<file path="config.mk">
export PLATFORM = sky130hd
export DESIGN_NAME = tcdm_initiator_adapter_flat
export DESIGN_NICKNAME = d
export VERILOG_FILES = /design/src/rtl/tcdm_initiator_adapter_if.sv /design/src/rtl/tcdm_initiator_adapter.sv /design/src/flat_wrapper.sv
export SDC_FILE = /design/constraint.sdc
export NUM_CORES = 1
export LEC_CHECK = 0
export BUFFER_PORTS_ARGS = -buffer_cell sky130_fd_sc_hd__buf_2
export CORE_MARGIN = 10
export CORE_UTILIZATION = 38
export DETAILED_ROUTE_END_ITERATION = 8
export GPL_TIMING_DRIVEN = 0
export PLACE_DENSITY_LB_ADDON = 0.15
export SYNTH_ARGS = -nofsm -noshare
export SYNTH_HDL_FRONTEND = slang
export SYNTH_SLANG_ARGS = --single-unit
</file>
<file path="constraint.sdc">
create_clock -name clk_i -period 6.8 [get_ports clk_i]
set_clock_uncertainty 0.15 [all_clocks]
set_input_delay 0.68 -clock clk_i [delete_from_list [all_inputs] [get_ports clk_i]]
set_output_delay 0.68 -clock clk_i [all_outputs]
set_load 0.02 [all_outputs]
</file>
<file path="src/rtl/tcdm_initiator_adapter_if.sv">
// Core-side and interconnect-side signal bundle for the TCDM initiator adapter.
// Signal names keep the adapter's point of view: _i is driven into the adapter, _o out of it.
interface tcdm_initiator_adapter_if #(
    parameter int unsigned AddrWidth = 32,
    parameter int unsigned DataWidth = 32,
    parameter int unsigned MetaWidth = 10
);
    // Core request / response
    logic                   core_req_i;
    logic                   core_gnt_o;
    logic [AddrWidth-1:0]   core_addr_i;
    logic [3:0]             core_amo_i;
    logic                   core_write_i;
    logic [DataWidth-1:0]   core_wdata_i;
    logic [DataWidth/8-1:0] core_be_i;
    logic                   core_rvalid_o;
    logic                   core_rready_i;
    logic [DataWidth-1:0]   core_rdata_o;

    // Interconnect request
    logic                   out_valid_o;
    logic                   out_ready_i;
    logic [AddrWidth-1:0]   out_address_o;
    logic [3:0]             out_amo_o;
    logic                   out_write_o;
    logic [DataWidth-1:0]   out_wdata_o;
    logic [DataWidth/8-1:0] out_be_o;
    logic [MetaWidth-1:0]   out_meta_o;

    // Interconnect response
    logic                   in_valid_i;
    logic                   in_ready_o;
    logic [DataWidth-1:0]   in_rdata_i;
    logic [MetaWidth-1:0]   in_meta_i;

    // Adapter side
    modport slave (
        input  core_req_i, core_addr_i, core_amo_i, core_write_i, core_wdata_i, core_be_i,
        input  core_rready_i, out_ready_i, in_valid_i, in_rdata_i, in_meta_i,
        output core_gnt_o, core_rvalid_o, core_rdata_o,
        output out_valid_o, out_address_o, out_amo_o, out_write_o, out_wdata_o, out_be_o,
        output out_meta_o, in_ready_o
    );

    // Core plus interconnect side (drives the adapter)
    modport master (
        output core_req_i, core_addr_i, core_amo_i, core_write_i, core_wdata_i, core_be_i,
        output core_rready_i, out_ready_i, in_valid_i, in_rdata_i, in_meta_i,
        input  core_gnt_o, core_rvalid_o, core_rdata_o,
        input  out_valid_o, out_address_o, out_amo_o, out_write_o, out_wdata_o, out_be_o,
        input  out_meta_o, in_ready_o
    );
endinterface

</file>
<file path="src/rtl/tcdm_initiator_adapter.sv">
// TCDM initiator adapter: tags core requests with {ini_addr, tile_id, core_id, id} metadata,
// collects out-of-order responses in a reorder buffer and returns them in issue order.
module tcdm_initiator_adapter #(
    parameter int unsigned AddrWidth      = 32,
    parameter int unsigned DataWidth      = 32,
    parameter int unsigned NumOutstanding = 4,
    parameter int unsigned IniAddrWidth   = 2,
    parameter int unsigned TileIdWidth    = 4,
    parameter int unsigned CoreIdWidth    = 2
) (
    input  logic                    clk_i,
    input  logic                    rst_ni,
    input  logic [IniAddrWidth-1:0] ini_addr_i,
    input  logic [TileIdWidth-1:0]  tile_id_i,
    input  logic [CoreIdWidth-1:0]  core_id_i,
    tcdm_initiator_adapter_if.slave bus_io,
    output logic                    err_o
);
    localparam int unsigned IdWidth    = $clog2(NumOutstanding);
    localparam int unsigned IdentWidth = IniAddrWidth + TileIdWidth + CoreIdWidth;
    localparam int unsigned MetaWidth  = IdentWidth + IdWidth;

    localparam logic [3:0] AmoNone = 4'h0;
    localparam logic [3:0] AmoLr   = 4'hA;

    typedef logic [IdWidth-1:0] id_t;
    typedef logic [IdWidth:0]   cnt_t;

    localparam cnt_t CountFull = cnt_t'(NumOutstanding);

    if (DataWidth != 32) begin : gen_bad_data_width
        $error("tcdm_initiator_adapter: only DataWidth = 32 is supported");
    end
    if ((NumOutstanding < 2) || ((NumOutstanding & (NumOutstanding - 1)) != 0))
    begin : gen_bad_depth
        $error("tcdm_initiator_adapter: NumOutstanding must be a power of two >= 2");
    end

    // ROB state
    id_t                  head_q, head_d;
    id_t                  tail_q, tail_d;
    cnt_t                 count_q, count_d;
    logic [NumOutstanding-1:0] valid_q, valid_d;
    logic [DataWidth-1:0] data_q [NumOutstanding];
    logic                 lr_pending_q, lr_pending_d;
    id_t                  lr_id_q, lr_id_d;
    logic                 err_q, err_d;

    logic [IdentWidth-1:0] ident;
    logic [IdentWidth-1:0] rsp_ident;
    id_t                   rsp_id;
    id_t                   rsp_rel;
    logic [AddrWidth-1:0]  req_addr;
    logic                  expects_rsp;
    logic                  is_lr;
    logic                  stall;
    logic                  req_valid;
    logic                  req_gnt;
    logic                  alloc;
    logic                  pop;
    logic                  rsp_ok;
    logic                  rsp_write;

    assign ident = {ini_addr_i, tile_id_i, core_id_i};

    // Request side: everything but plain stores expects a response and needs a ROB slot.
    assign expects_rsp = !(bus_io.core_write_i && (bus_io.core_amo_i == AmoNone));
    assign is_lr       = (bus_io.core_amo_i == AmoLr);
    // Registered count only: a pop in the same cycle does not free the slot yet.
    assign stall       = expects_rsp && ((count_q == CountFull) || (is_lr && lr_pending_q));
    assign req_valid   = bus_io.core_req_i && !stall;
    assign req_gnt     = req_valid && bus_io.out_ready_i;
    assign alloc       = req_gnt && expects_rsp;

    assign req_addr             = bus_io.core_addr_i;
    assign bus_io.out_valid_o   = req_valid;
    assign bus_io.core_gnt_o    = req_gnt;
    assign bus_io.out_address_o = req_addr;
    assign bus_io.out_amo_o     = bus_io.core_amo_i;
    // Atomics go out as reads; the bank side performs the write itself.
    assign bus_io.out_write_o   = bus_io.core_write_i && (bus_io.core_amo_i == AmoNone);
    assign bus_io.out_wdata_o   = bus_io.core_wdata_i;
    assign bus_io.out_be_o      = bus_io.core_be_i;
    assign bus_io.out_meta_o    = {ident, tail_q};

    // Response side: accept only our own identity, an allocated slot, not yet filled.
    assign rsp_ident = bus_io.in_meta_i[MetaWidth-1:IdWidth];
    assign rsp_id    = bus_io.in_meta_i[IdWidth-1:0];
    // Slot is allocated when its distance from head (mod N) is below the occupancy.
    assign rsp_rel   = rsp_id - head_q;
    assign rsp_ok    = (rsp_ident == ident) && !valid_q[rsp_id] && ({1'b0, rsp_rel} < count_q);
    assign rsp_write = bus_io.in_valid_i && rsp_ok;

    assign bus_io.in_ready_o    = 1'b1;
    assign bus_io.core_rvalid_o = valid_q[head_q];
    assign bus_io.core_rdata_o  = data_q[head_q];
    assign pop                  = valid_q[head_q] && bus_io.core_rready_i;

    assign err_o = err_q;

    // Next-state for pointers, occupancy, valid bits, LR reservation and the error flag.
    always_comb begin
        head_d       = head_q;
        tail_d       = tail_q;
        count_d      = count_q + cnt_t'(alloc) - cnt_t'(pop);
        valid_d      = valid_q;
        lr_pending_d = lr_pending_q;
        lr_id_d      = lr_id_q;
        err_d        = err_q;

        if (alloc) begin
            tail_d = tail_q + 1'b1;
        end
        // pop needs valid set and a write needs valid clear, so they never hit the same slot
        if (pop) begin
            head_d          = head_q + 1'b1;
            valid_d[head_q] = 1'b0;
        end
        if (rsp_write) begin
            valid_d[rsp_id] = 1'b1;
        end
        // Set and clear are exclusive: a new LR is only granted when none is pending.
        if (alloc && is_lr) begin
            lr_pending_d = 1'b1;
            lr_id_d      = tail_q;
        end else if (rsp_write && lr_pending_q && (rsp_id == lr_id_q)) begin
            lr_pending_d = 1'b0;
        end
        if (bus_io.in_valid_i && !rsp_ok) begin
            err_d = 1'b1;
        end
    end

    // Control state registers with synchronous reset.
    always_ff @(posedge clk_i) begin
        if (!rst_ni) begin
            head_q       <= '0;
            tail_q       <= '0;
            count_q      <= '0;
            valid_q      <= '0;
            lr_pending_q <= 1'b0;
            lr_id_q      <= '0;
            err_q        <= 1'b0;
        end else begin
            head_q       <= head_d;
            tail_q       <= tail_d;
            count_q      <= count_d;
            valid_q      <= valid_d;
            lr_pending_q <= lr_pending_d;
            lr_id_q      <= lr_id_d;
            err_q        <= err_d;
        end
    end

    // ROB data storage; cleared on reset so core_rdata_o reads 0 afterwards.
    always_ff @(posedge clk_i) begin
        if (!rst_ni) begin
            for (int i = 0; i < NumOutstanding; i++) begin
                data_q[i] <= '0;
            end
        end else if (rsp_write) begin
            data_q[rsp_id] <= bus_io.in_rdata_i;
        end
    end
endmodule

</file>
<file path="src/flat_wrapper.sv">
// flat-port wrapper written by rule: the top's interface ports become plain ports
module tcdm_initiator_adapter_flat 
#(
    parameter int unsigned AddrWidth      = 32,
    parameter int unsigned DataWidth      = 32,
    parameter int unsigned NumOutstanding = 4,
    parameter int unsigned IniAddrWidth   = 2,
    parameter int unsigned TileIdWidth    = 4,
    parameter int unsigned CoreIdWidth    = 2
)
  (clk_i, rst_ni, ini_addr_i, tile_id_i, core_id_i, err_o, bus_io_core_req_i, bus_io_core_addr_i, bus_io_core_amo_i, bus_io_core_write_i, bus_io_core_wdata_i, bus_io_core_be_i, bus_io_core_rready_i, bus_io_out_ready_i, bus_io_in_valid_i, bus_io_in_rdata_i, bus_io_in_meta_i, bus_io_core_gnt_o, bus_io_core_rvalid_o, bus_io_core_rdata_o, bus_io_out_valid_o, bus_io_out_address_o, bus_io_out_amo_o, bus_io_out_write_o, bus_io_out_wdata_o, bus_io_out_be_o, bus_io_out_meta_o, bus_io_in_ready_o);
  tcdm_initiator_adapter_if #(.AddrWidth(AddrWidth), .DataWidth(DataWidth), .MetaWidth(10)) bus_io_i ();
  input  logic clk_i;
  input  logic rst_ni;
  input  logic [IniAddrWidth-1:0] ini_addr_i;
  input  logic [TileIdWidth-1:0] tile_id_i;
  input  logic [CoreIdWidth-1:0] core_id_i;
  output logic err_o;
  input wire logic [$bits(bus_io_i.core_req_i)-1:0] bus_io_core_req_i;
  input wire logic [$bits(bus_io_i.core_addr_i)-1:0] bus_io_core_addr_i;
  input wire logic [$bits(bus_io_i.core_amo_i)-1:0] bus_io_core_amo_i;
  input wire logic [$bits(bus_io_i.core_write_i)-1:0] bus_io_core_write_i;
  input wire logic [$bits(bus_io_i.core_wdata_i)-1:0] bus_io_core_wdata_i;
  input wire logic [$bits(bus_io_i.core_be_i)-1:0] bus_io_core_be_i;
  input wire logic [$bits(bus_io_i.core_rready_i)-1:0] bus_io_core_rready_i;
  input wire logic [$bits(bus_io_i.out_ready_i)-1:0] bus_io_out_ready_i;
  input wire logic [$bits(bus_io_i.in_valid_i)-1:0] bus_io_in_valid_i;
  input wire logic [$bits(bus_io_i.in_rdata_i)-1:0] bus_io_in_rdata_i;
  input wire logic [$bits(bus_io_i.in_meta_i)-1:0] bus_io_in_meta_i;
  output wire logic [$bits(bus_io_i.core_gnt_o)-1:0] bus_io_core_gnt_o;
  output wire logic [$bits(bus_io_i.core_rvalid_o)-1:0] bus_io_core_rvalid_o;
  output wire logic [$bits(bus_io_i.core_rdata_o)-1:0] bus_io_core_rdata_o;
  output wire logic [$bits(bus_io_i.out_valid_o)-1:0] bus_io_out_valid_o;
  output wire logic [$bits(bus_io_i.out_address_o)-1:0] bus_io_out_address_o;
  output wire logic [$bits(bus_io_i.out_amo_o)-1:0] bus_io_out_amo_o;
  output wire logic [$bits(bus_io_i.out_write_o)-1:0] bus_io_out_write_o;
  output wire logic [$bits(bus_io_i.out_wdata_o)-1:0] bus_io_out_wdata_o;
  output wire logic [$bits(bus_io_i.out_be_o)-1:0] bus_io_out_be_o;
  output wire logic [$bits(bus_io_i.out_meta_o)-1:0] bus_io_out_meta_o;
  output wire logic [$bits(bus_io_i.in_ready_o)-1:0] bus_io_in_ready_o;
  assign bus_io_i.core_req_i = bus_io_core_req_i;
  assign bus_io_i.core_addr_i = bus_io_core_addr_i;
  assign bus_io_i.core_amo_i = bus_io_core_amo_i;
  assign bus_io_i.core_write_i = bus_io_core_write_i;
  assign bus_io_i.core_wdata_i = bus_io_core_wdata_i;
  assign bus_io_i.core_be_i = bus_io_core_be_i;
  assign bus_io_i.core_rready_i = bus_io_core_rready_i;
  assign bus_io_i.out_ready_i = bus_io_out_ready_i;
  assign bus_io_i.in_valid_i = bus_io_in_valid_i;
  assign bus_io_i.in_rdata_i = bus_io_in_rdata_i;
  assign bus_io_i.in_meta_i = bus_io_in_meta_i;
  assign bus_io_core_gnt_o = bus_io_i.core_gnt_o;
  assign bus_io_core_rvalid_o = bus_io_i.core_rvalid_o;
  assign bus_io_core_rdata_o = bus_io_i.core_rdata_o;
  assign bus_io_out_valid_o = bus_io_i.out_valid_o;
  assign bus_io_out_address_o = bus_io_i.out_address_o;
  assign bus_io_out_amo_o = bus_io_i.out_amo_o;
  assign bus_io_out_write_o = bus_io_i.out_write_o;
  assign bus_io_out_wdata_o = bus_io_i.out_wdata_o;
  assign bus_io_out_be_o = bus_io_i.out_be_o;
  assign bus_io_out_meta_o = bus_io_i.out_meta_o;
  assign bus_io_in_ready_o = bus_io_i.in_ready_o;
  tcdm_initiator_adapter #(.AddrWidth(AddrWidth), .DataWidth(DataWidth), .NumOutstanding(NumOutstanding), .IniAddrWidth(IniAddrWidth), .TileIdWidth(TileIdWidth), .CoreIdWidth(CoreIdWidth)) u_core (.clk_i(clk_i), .rst_ni(rst_ni), .ini_addr_i(ini_addr_i), .tile_id_i(tile_id_i), .core_id_i(core_id_i), .bus_io(bus_io_i), .err_o(err_o));
endmodule
</file>
# ---- Word-level counts from Yosys, hierarchy flattened
# Memory sizes are Yosys's and may differ from the RTL's. A register that Yosys moved wholly into a read port is not among the register bits.
# Cells that the tools add are included.
dict set report totals {
  reg_bits 15
  ram_bits 128
  output_inout_bits 120
  memories 1
}
dict set report op_classes {
  n_addsub 5
  magnitude_cmp 5
  n_eq_ne 4
  mux 21
  n_bitwise 3
  reduce_logical 24
}
# memory depth width read_ports rd_clocked_by_memory_dff write_ports line_no
set mem_list {}
lappend mem_list {u_core.data_q 4 32 1 1 4 tcdm_initiator_adapter.sv:44} ;# logic [DataWidth-1:0] data_q [NumOutstanding];
# operator n
set ops {}
lappend ops {{$mux W32} 1}
lappend ops {{$reduce_or A32 Y1} 1}
lappend ops {{$logic_and A1 B1 Y1} 16}
lappend ops {{$mux W1} 11}
lappend ops {{$eq A8 B8 Y1} 1}
lappend ops {{$mux W4} 2}
lappend ops {{$lt A2 B3 Y1 const B} 2}
lappend ops {{$mux W2} 3}
lappend ops {{$add A2 B1 Y2 const B} 2}
lappend ops {{$and A4 B4 Y4} 1}
lappend ops {{$bmux W1 S2} 2}
lappend ops {{$demux W1 S2} 2}
lappend ops {{$eq A4 B4 Y1 const B} 1}
lappend ops {{$ge A2 B1 Y1 const B} 2}
lappend ops {{$logic_not A1 Y1} 4}
lappend ops {{$logic_not A4 Y1} 1}
lappend ops {{$not A4 Y4} 1}
lappend ops {{$or A4 B4 Y4} 1}
lappend ops {{$add A3 B1 Y3} 1}
lappend ops {{$eq A3 B3 Y1 const B} 1}
lappend ops {{$lt A2 B3 Y1} 1}
lappend ops {{$sub A3 B1 Y3} 1}
lappend ops {{$eq A2 B2 Y1} 1}
lappend ops {{$reduce_bool A2 Y1} 1}
lappend ops {{other kinds (2)} 2}

# ---- Logic depth before layout (Yosys ltp)
# Gate-level depths: netlist of the first run.
dict set report logic_depth {
  ltp_word 11
  depth_mapped 12
  depth_no_buf 11
}

# ---- Worst setup path after synthesis of the first run
# No wires, ideal clock.
dict set report synth_path {
  path_type {input to register}
  start {in bus_io_in_meta_i[0]}
  end {mem u_core.data_q[3][0], enable pin}
  t_arrival_ns 4.703
  required_time_ns 6.184
  slack_ns 1.482
  cell_stages 11
  cell_sequence {buf_2 > inv_1 > ha_1 > xnor2_1 > xnor2_1 > ha_1 > a21boi_0 > o21bai_1 > nand4_2 > clkbuf_1 > o21ai_0}
}
# item line_no
set synth_lines {}
lappend synth_lines {{from (decl)} flat_wrapper.sv:29} ;# input wire logic [$bits(bus_io_i.in_meta_i)-1:0] bus_io_in_meta_i;
lappend synth_lines {{to (decl)} tcdm_initiator_adapter.sv:44}

==> results of run 1 <==
-- how the worst max path moves through the flow --
| stage | from | to | slack (ns) | depth (start not counted) |
|---|---|---|---|---|
| final | bus_io_in_meta_i[0] | u_core.data_q[0][9] | 2.95 | 12 |
| after detailed placement | bus_io_in_meta_i[0] | u_core.data_q[0][5] | 2.48 | 12 |
| after global routing | bus_io_in_meta_i[0] | u_core.data_q[0][31] | 2.75 | 12 |
| after global placement | bus_io_in_meta_i[0] | u_core.data_q[0][5] | -1.02 | 11 |
| after floorplan | bus_io_in_meta_i[0] | u_core.data_q[3][0] | 1.48 | 11 |
| after CTS | bus_io_in_meta_i[0] | u_core.data_q[0][31] | 2.91 | 12 |
-- flip-flops by register name, summed over array words and instances (netlist names), named ones only --
signal and flops:
u_core.count_q 3, u_core.data_q 128, u_core.err_o 1, u_core.head_q 2
u_core.lr_id_q 2, u_core.lr_pending_q 1, u_core.tail_q 2, u_core.valid_q 4
-- report_power, final --
part / internal [mW] / switching, mW / total [mW]
Clock: 0.653 / 0.357 / 1.01
Sequential: 0.994 / 0.00897 / 1.00
Combinational: 0.0914 / 0.139 / 0.231
Total: 1.74 / 0.505 / 2.24
-- cell families (layout without fill, tap and decap cells) --
family,Yosys count,in the layout
simple gates,176,176
buf+inv,164,374
flops,145,145
mux,38,38
compound gates,18,18
xor+xnor,15,15
fa+ha+maj,9,9
other cells,1,2
-- cells in the mapped netlist, drive strengths merged (2+ instances only) --
| library cell | instances | area [um2] |
|---|---|---|
| nor3 | 131 | 885.9 |
| edfxtp | 128 | 3844 |
| buf | 93 | 703.2 |
| inv | 42 | 157.7 |
| mux4 | 33 | 743.2 |
| clkbuf | 28 | 105.1 |
| dfxtp | 17 | 340.3 |
| nand3 | 11 | 55.05 |
| xor2 | 11 | 96.34 |
| nor2 | 10 | 37.54 |
| ha | 8 | 100.1 |
| o21ai | 8 | 40.04 |
| nand2 | 7 | 26.28 |
| mux2i | 4 | 40.04 |
| nor4 | 4 | 25.02 |
| xnor2 | 4 | 35.03 |
| and2 | 2 | 12.51 |
-- routing by layer --
layer / up-vias / wire (um) / track usage [%]
met3: 17 / 1684 / 5.656
met4: 0 / 243 / 4.841
met5: - / 0 / 0
met2: 234 / 11400 / 29.61
met1: 2489 / 8435 / 18.86
li1: 2379 / - / -
-- per-stage QoR --
step                      cells  hold WS, ns  TNS (ns)  util (%)
after floorplan             566       0.3103         0         -
after global placement     1006       0.2898    -89.90     44.73
after detailed placement   1009       0.3012         0     45.30
after CTS                  1041       0.3132         0     48.61
after global routing       1042       0.3452         0     48.62
final                      1042       0.3086         0     48.62
-- layout make-up --
type	count	share of cell area [%]
diodes	1	0.02653
plain buffers	121	8.570
clock buffers	23	5.174
clock inverters	9	1.632
inverters	43	1.711
multi-input cells	257	24.93
flip-flops and latches	145	44.36
well taps	265	3.516
repair buffers	178	10.08
-- critical path: cells and delay by family --
family,cells,cell delay [ns]
compound gates,3,1.03
xor+xnor,2,0.31
fa+ha+maj,2,0.45
buf+inv,4,1.01
simple gates,1,0.32
==> results_dict.tcl, run 1 <==
set metrics [dict create \
    post-place-ws_ns 2.476 \
    slowest_stage "o21ai_4" \
    crit_fanout 17 \
    grt_use_total_pct 16.79 \
    area_growth_pct 26.26 \
    synth_top_family_by_area "simple AND/OR/NAND/NOR gates" \
    drc_errors 0 \
    synth_cell_type_count 46 \
    synth.area.mux_share_pct 10.69 \
    drt-wirelength-per-cell_um 20.89 \
    cts_tree "done" \
    hp-class "reg -> reg" \
    yosys.area_share.simple_pct 15.13 \
    gr-total-overflow 0 \
    start_kind "primary input" \
    synth_edf_count 128 \
    hold_violations 0 \
    final_area_um2 9432 \
    timing.final.crit_share_pct 56.63 \
    hold_path_end "u_core.err_o" \
    avgSynthCellArea_um2 13.20 \
    min_from "u_core.err_o" \
    grt_pass1_vias 5779 \
    r2r-end "u_core.data_q[0][9]" \
    maxSlewHeadroom_pct 39.55 \
    io_buffers 175 \
    yosysSeqAreaShare_pct 56.01 \
    gp_congestion 0.7838 \
    total_power_mw 2.243 \
    syn_inst 566 \
    cts_root_buffer "clkbuf_16" \
    detailed_place.area_um2 8787 \
    numCtsBuffers 17 \
    seq_area_um2 4184 \
    fp.dieArea_um2 25670 \
    drtPass1Iterations 5 \
    arrival_ns 3.82 \
    cp_slowest_stage_delay_ns 0.72 \
    holdBufCountCts 0 \
    cts.sinks 145 \
    antenna_found_initial 2 \
    synth_compound_area_share_pct 1.776 \
    hold_depth 2 \
    clock.fmax_mhz 259.7 \
    required_ns 6.77 \
    timing.final.crit_period_ns 3.851 \
    power_density_nw_per_um2 237.8 \
    status "finished, final reports clean" \
    dieHeight_um 160.2 \
    setup_viol 0 \
    synth_ff_type "edfxtp_1" \
    async_reset_ff_share_pct 0 \
    synth_nets 704 \
    core_um2 19400 \
    path_cells "buf_2 > inv_1 > ha_1 > xnor2_1 > xnor2_1 > ha_1 > a21boi_0 > o21bai_1 > nand4_2 > clkbuf_1 > o21ai_4 > buf_16" \
    netlist_area_um2 7470 \
    ys_seq_elements 145 \
    start_util_pct 38.51 \
    worstMarginPinSlew_ns 0.9067 \
    cp-end-kind "flop" \
    slew_violations 0 \
    hpwlAfterDp_mm 15.93 \
    r2r_cells 10 \
    via_per_inst 4.913 \
    grt_pass1_wl_mm 33.11 \
    leakagePower_nw 3.718 \
    detail-route-antenna-nets 0 \
    yosys_warnings 0 \
    synth_xor_area_share_pct 1.759 \
    num_io_pins 249 \
    clock_path_buffers 2 \
    max-vdd-ir-drop_mv 0.1670 \
    r2r_setup_slack_ns 3.14 \
    clk_pin_slew_ns 0.05 \
    postCtsResizedCells 0 \
    clock_latency_ns 0.43 \
    rsz0062_at_grt "no" \
    layout-drive-gt1-share_pct 49.87 \
    setup_ws_ns 2.949 \
    synth-adder-area-share_pct 1.608 \
    vias 5119 \
    drt-total-wl_mm 21.77 \
    drt-initial-drc-count 261 \
    criticalPathCategory "in -> reg" \
    layout.nets 901 \
    post_cts_buffers 0 \
    grt_max_degree 33 \
    final_common_cell "buf_2" \
    layout_common_cells "buf_2, edfxtp_1, nor3_1" \
    fillers 1812 \
    reg2reg_from "u_core.head_q[0]" \
    rows 51 \
    multi_input_area_um2 2351 \
    cts_max_level 4 \
    die_width_um 160.2 \
    max_cap_viol_count 0 \
]
Note: power is estimated with default switching activity, not from simulation.
==> run 2, diff against run 1 <==
==> constraint.sdc (replaced) <==
create_clock -name clk_i -period 3.81 [get_ports clk_i]
set_clock_uncertainty 0.15 [all_clocks]
set_input_delay 0.381 -clock clk_i [delete_from_list [all_inputs] [get_ports clk_i]]
set_output_delay 0.381 -clock clk_i [all_outputs]
set_load 0.02 [all_outputs]
==> run 2 against run 1 <==
- first-iteration DRC count increased by 1.9%
- cell count is 0.38% higher
- die area is the same
- power grew 71%
- sequential share of layout area is 0.22 points higher
- sequential power is 79% higher
- critical path depth fell by 2
- wire length increased by 1.3%
==> results_dict.tcl, run 2 (synthesis results as in run 1) <==
set metrics [dict create \
    status "finished, final reports clean" \
    die_width_um 160.2 \
    multi_input_area_um2 2351 \
    dp_cells 1010 \
    num_io_pins 249 \
    fin_util_pct 48.38 \
    vias 5227 \
    numCtsBuffers 17 \
    r2r-end "u_core.data_q[2][27]" \
    worstMarginPinSlew_ns 0.8646 \
    reg_top3 "u_core.data_q (128), u_core.valid_q (4), u_core.count_q (3)" \
    drt-total-wl_mm 22.06 \
    grt_use_total_pct 16.89 \
    max_cap_viol_count 0 \
    leakagePower_nw 3.705 \
    core_um2 19400 \
    final_common_cell "buf_2" \
    cp-end-kind "flop" \
    gr-total-overflow 0 \
    area_growth_pct 25.64 \
    start_util_pct 38.51 \
    slowest_stage "o21ai_4" \
    grt_pass1_wl_mm 33.39 \
    path_buf_inv 2 \
    largest_reg_flops 128 \
    top_register "u_core.data_q" \
    rsz0062_at_grt "no" \
    crit_family "compound AO/OA/AOI/OAI gates" \
    cp_slowest_stage_delay_ns 0.46 \
    drc_errors 0 \
    layout-drive-gt1-share_pct 49.36 \
    io_buffers 175 \
    finalNonFillerCells 1046 \
    gp_congestion 0.7752 \
    max-vdd-ir-drop_mv 0.2734 \
    r2r_setup_slack_ns 0.44 \
    hpwlAfterDp_mm 15.87 \
    hold_violations 0 \
    crit_fanout 22 \
    reg2reg_from "u_core.head_q[0]" \
    maxSlewHeadroom_pct 42.36 \
    total_power_mw 3.834 \
    setup_ws_ns 0.4449 \
    grt_pass1_vias 5953 \
    criticalPathCategory "reg -> reg" \
    rows 51 \
    dieHeight_um 160.2 \
    clock_latency_ns 0.42 \
    drtPass1Iterations 5 \
    hp-class "in -> reg" \
    clock.fmax_mhz 297.2 \
    power_density_nw_per_um2 408.5 \
    cts_max_level 4 \
    detail-route-antenna-nets 0 \
    drt-initial-drc-count 266 \
    slew_violations 0 \
    timing.final.crit_period_ns 3.365 \
    cts.sinks 145 \
    detailed_place.area_um2 8792 \
    timing.final.crit_share_pct 88.32 \
    clock_path_buffers 2 \
    layout.nets 906 \
    via_per_inst 4.997 \
    path_cells "ha_1 > xnor2_1 > xnor2_1 > ha_1 > a21boi_0 > o21bai_1 > nand4_2 > buf_6 > o21ai_4 > buf_12" \
    hold_depth 4 \
    fillers 1793 \
    drt-wirelength-per-cell_um 21.09 \
    arrival_ns 3.33 \
    setup_viol 0 \
    cts_tree "done" \
    cts_root_buffer "clkbuf_16" \
    required_ns 3.77 \
    grt_max_degree 23 \
    clk_pin_slew_ns 0.06 \
    seq_area_um2 4184 \
    final_area_um2 9385 \
    min_from "bus_io_core_rready_i" \
    r2r_cells 10 \
    antenna_found_initial 2 \
    fp.dieArea_um2 25670 \
    start_kind "flop" \
    layout_common_cells "buf_2, edfxtp_1, nor3_1, buf_4, nor3_2" \
    post-place-ws_ns -0.2242 \
    hold_path_end "u_core.valid_q[2]" \
]
-- run 2: worst reg2reg max path: cells and delay by family (launching register included) --
| kind | cells | cell delay [ns] |
|---|---|---|
| AO/OA/AOI/OAI | 3 | 0.77 |
| XOR/XNOR | 2 | 0.28 |
| adder cells (fa/ha/maj) | 2 | 0.46 |
| buffers and inverters | 2 | 0.58 |
| flip-flops | 1 | 0.45 |
| AND/OR/NAND/NOR | 1 | 0.37 |
-- run 2: what timing repair did --
action	in CTS	in global routing
setup endpoints to repair	0	41
setup buffers	0	4
gates resized for setup	0	0
hold buffers	0	0
-- run 2: worst max-delay path by stage --
| stage | start | to | slack (ns) | cells after the start |
|---|---|---|---|---|
| global route | u_core.head_q[0] | u_core.data_q[2][14] | 0.21 | 10 |
| CTS | u_core.head_q[0] | u_core.data_q[3][29] | 0.02 | 10 |
| detailed placement | bus_io_in_meta_i[0] | u_core.data_q[3][18] | -0.22 | 12 |
| floorplan | bus_io_in_meta_i[0] | u_core.data_q[0][0] | -0.34 | 11 |
| global placement | bus_io_in_meta_i[0] | u_core.data_q[3][21] | -2.25 | 11 |
| finish | u_core.head_q[0] | u_core.data_q[2][27] | 0.44 | 10 |
-- run 2: layout make-up --
type | instances | area share [%]
flip-flops and latches | 145 | 44.58
multi-input cells | 257 | 25.05
repair buffers | 183 | 10.51
plain buffers | 121 | 8.612
clock buffers | 23 | 4.773
well taps | 265 | 3.533
inverters | 43 | 1.720
clock inverters | 8 | 1.200
diodes | 1 | 0.02666
-- run 2: through the flow --
stage / hold WS (ns) / setup TNS [ns]
final: 0.1900 / 0
after global routing: 0.2044 / 0
after CTS: 0.1665 / 0
after detailed placement: 0.2998 / -7.638
after global placement: 0.3011 / -178.87
after floorplan: 0.3103 / -22.00
-- run 2: per-layer routing --
| layer | up-vias | global-route usage (%) | wire (um) |
|---|---|---|---|
| li1 | 2392 | - | - |
| met1 | 2601 | 18.11 | 8461 |
| met2 | 213 | 30.76 | 11770 |
| met3 | 21 | 5.373 | 1567 |
| met4 | 0 | 5.426 | 254 |
| met5 | - | 0 | 0 |
-- run 2: report_power, final --
group | leakage (nW) | internal (mW) | switching [mW]
logic | 1.97 | 0.166 | 0.249
registers | 1.46 | 1.77 | 0.0151
clock network | 0.274 | 1.02 | 0.611
total | 3.70 | 2.96 | 0.875
==> run 3, diff against run 2 <==
--- a/config.mk
+++ b/config.mk
@@ -6,11 +6,12 @@
 export NUM_CORES = 1
 export LEC_CHECK = 0
 export BUFFER_PORTS_ARGS = -buffer_cell sky130_fd_sc_hd__buf_2
-export CORE_MARGIN = 10
+export CORE_MARGIN = 1
 export CORE_UTILIZATION = 38
 export DETAILED_ROUTE_END_ITERATION = 8
 export GPL_TIMING_DRIVEN = 0
 export PLACE_DENSITY_LB_ADDON = 0.15
+export REMOVE_ABC_BUFFERS = 1
 export SYNTH_ARGS = -nofsm -noshare
 export SYNTH_HDL_FRONTEND = slang
 export SYNTH_SLANG_ARGS = --single-unit
==> run 3 against run 2 <==
- non-clock buffer count decreased by 172
- sequential power hardly changed
- global-route usage increased by 4.5 points
==> results_dict.tcl, run 3 (synthesis results as in run 1) <==
set metrics [dict create \
    path_cells "ha_1 > xnor2_1 > xnor2_1 > ha_1 > a21boi_0 > o21bai_1 > nand4_4 > buf_12 > o21ai_4 > buf_12" \
    holdBufCountCts 0 \
    total_power_mw 3.741 \
    crit_fanout 37 \
    required_ns 3.78 \
    via_per_inst 5.268 \
    numCtsBuffers 17 \
    grt_use_total_pct 21.37 \
    die_width_um 142.2 \
    slowest_stage "o21bai_1" \
    rsz0062_at_grt "no" \
    detail-route-antenna-nets 0 \
    layout.nets 735 \
    rows 50 \
    grt_pass1_wl_mm 30.16 \
    clock.fmax_mhz 287.8 \
    n_antenna_cell 0 \
    max-vdd-ir-drop_mv 0.3118 \
    gp_congestion 0.7061 \
    dieHeight_um 142.2 \
    area_growth_pct 14.42 \
    grt_pass1_vias 4649 \
    timing.final.crit_period_ns 3.474 \
    setup_ws_ns 0.3355 \
    fp.dieArea_um2 20220 \
    drt-wirelength-per-cell_um 24.33 \
    criticalPathCategory "reg -> reg" \
    maxSlewHeadroom_pct 15.29 \
    drc_errors 0 \
    final_common_cell "edfxtp_1" \
    r2r_cells 10 \
    timing.final.crit_share_pct 91.19 \
    max_cap_viol_count 0 \
    drt-initial-drc-count 282 \
    slew_violations 0 \
    top_register "u_core.data_q" \
    start_kind "flop" \
    r2r_setup_slack_ns 0.34 \
    gr-total-overflow 0 \
    vias 4578 \
    postCtsResizedCells 0 \
    layout-drive-gt1-share_pct 42.20 \
    post-place-ws_ns -0.4045 \
    hold_depth 2 \
    clock_path_buffers 2 \
    reg_top3 "u_core.data_q (128), u_core.valid_q (4), u_core.count_q (3)" \
    cts_tree "done" \
    hold_violations 0 \
    setup_viol 0 \
    fillers 1747 \
    cts_root_buffer "clkbuf_16" \
    num_io_pins 249 \
    multi_input_area_um2 2386 \
    hpwlAfterDp_mm 14.28 \
    antenna_found_initial 1 \
    holdWs_ns 0.1376 \
    io_buffers 111 \
    power_density_nw_per_um2 437.7 \
    worstMarginPinSlew_ns 1.259 \
    cts.sinks 145 \
    clk_pin_slew_ns 0.06 \
    drtPass1Iterations 4 \
    fin_util_pct 45.09 \
    start_util_pct 39.41 \
    largest_reg_flops 128 \
    seq_area_um2 4187 \
    drt-total-wl_mm 21.14 \
    setup_tns_ns 0 \
    cp_slowest_stage_delay_ns 0.49 \
    hp-class "in -> reg" \
    core_um2 18960 \
    grt_max_degree 38 \
    clock_latency_ns 0.42 \
    cp-end-kind "flop" \
    arrival_ns 3.44 \
    status "finished, final reports clean" \
    cts_max_level 4 \
    layout_common_cells "edfxtp_1, buf_2, nor3_1" \
    leakagePower_nw 3.106 \
]
run 3: cell count changes in the layout (fill, tap and decap cells not counted), moves of 2 or more:
cell / before / now
buf_1: 2 / 0
buf_12: 4 / 13
buf_2: 179 / 111
buf_4: 85 / 7
buf_6: 6 / 0
clkbuf_1: 34 / 0
clkinv_4: 0 / 3
clkinvlp_4: 0 / 3
dfxtp_1: 17 / 15
dfxtp_2: 0 / 2
nand3_1: 11 / 9
nand3_2: 0 / 2
run 3: worst max-delay path: cells and delay by family (launching register included):
family	cells	cell delay (ns)
adders and majority gates	2	0.45
AOI/OAI and AO/OA	3	0.86
and+or+nand+nor	1	0.39
xor gates and xnor gates	2	0.28
buffers and inverters	2	0.58
DFF	1	0.43
run 3: final timing paths:
path	startpoint	end
max	u_core.head_q[0]	u_core.data_q[3][14]
min	bus_io_in_valid_i	u_core.lr_pending_q
min reg2reg	u_core.tail_q[1]	u_core.tail_q[1]
max reg2reg	u_core.head_q[0]	u_core.data_q[3][14]
run 3: where the power goes:
part           leakage [nW]  internal, mW  switching (mW)
sequential             1.46          1.77          0.0159
clock                 0.283          1.02           0.650
combinational          1.36        0.0989           0.180
total                  3.11          2.90           0.845
run 3: metrics by stage:
| stage | cells | cell area, um2 |
|---|---|---|
| 5_1_grt | 869 | 8547 |
| 4_1_cts | 862 | 8489 |
| 6_report | 869 | 8547 |
| 3_5_place_dp | 829 | 7870 |
| 3_3_place_gp | 816 | 7542 |
| 2_1_floorplan | 445 | 6661 |
run 3: area by class of cell:
| cell class | instances | area share (%) |
|---|---|---|
| Tap cell | 260 | 3.806 |
| Multi-Input combinational cell | 258 | 27.92 |
| Inverter | 43 | 1.888 |
| Clock inverter | 14 | 1.947 |
| Clock buffer | 17 | 4.977 |
| Timing Repair Buffer | 132 | 10.48 |
| Sequential cell | 145 | 48.98 |
run 3: what timing repair did:
item,4_1_cts,5_1_grt
buffers inserted,2,6
cloned,0,1
pin swaps,1,2
setup endpoints to repair,16,40
run 3: layer usage:
| layer | track usage, % | vias to the layer above | part of all wire [%] | wire [um] |
|---|---|---|---|---|
| met5 | 12.03 | - | 1.6 | 340 |
| met4 | 5.829 | 12 | 1.0 | 211 |
| met1 | 26.41 | 2206 | 42 | 8776 |
| met2 | 28.61 | 275 | 41 | 8731 |
| met3 | 14.74 | 24 | 15 | 3082 |
| li1 | - | 2061 | - | - |
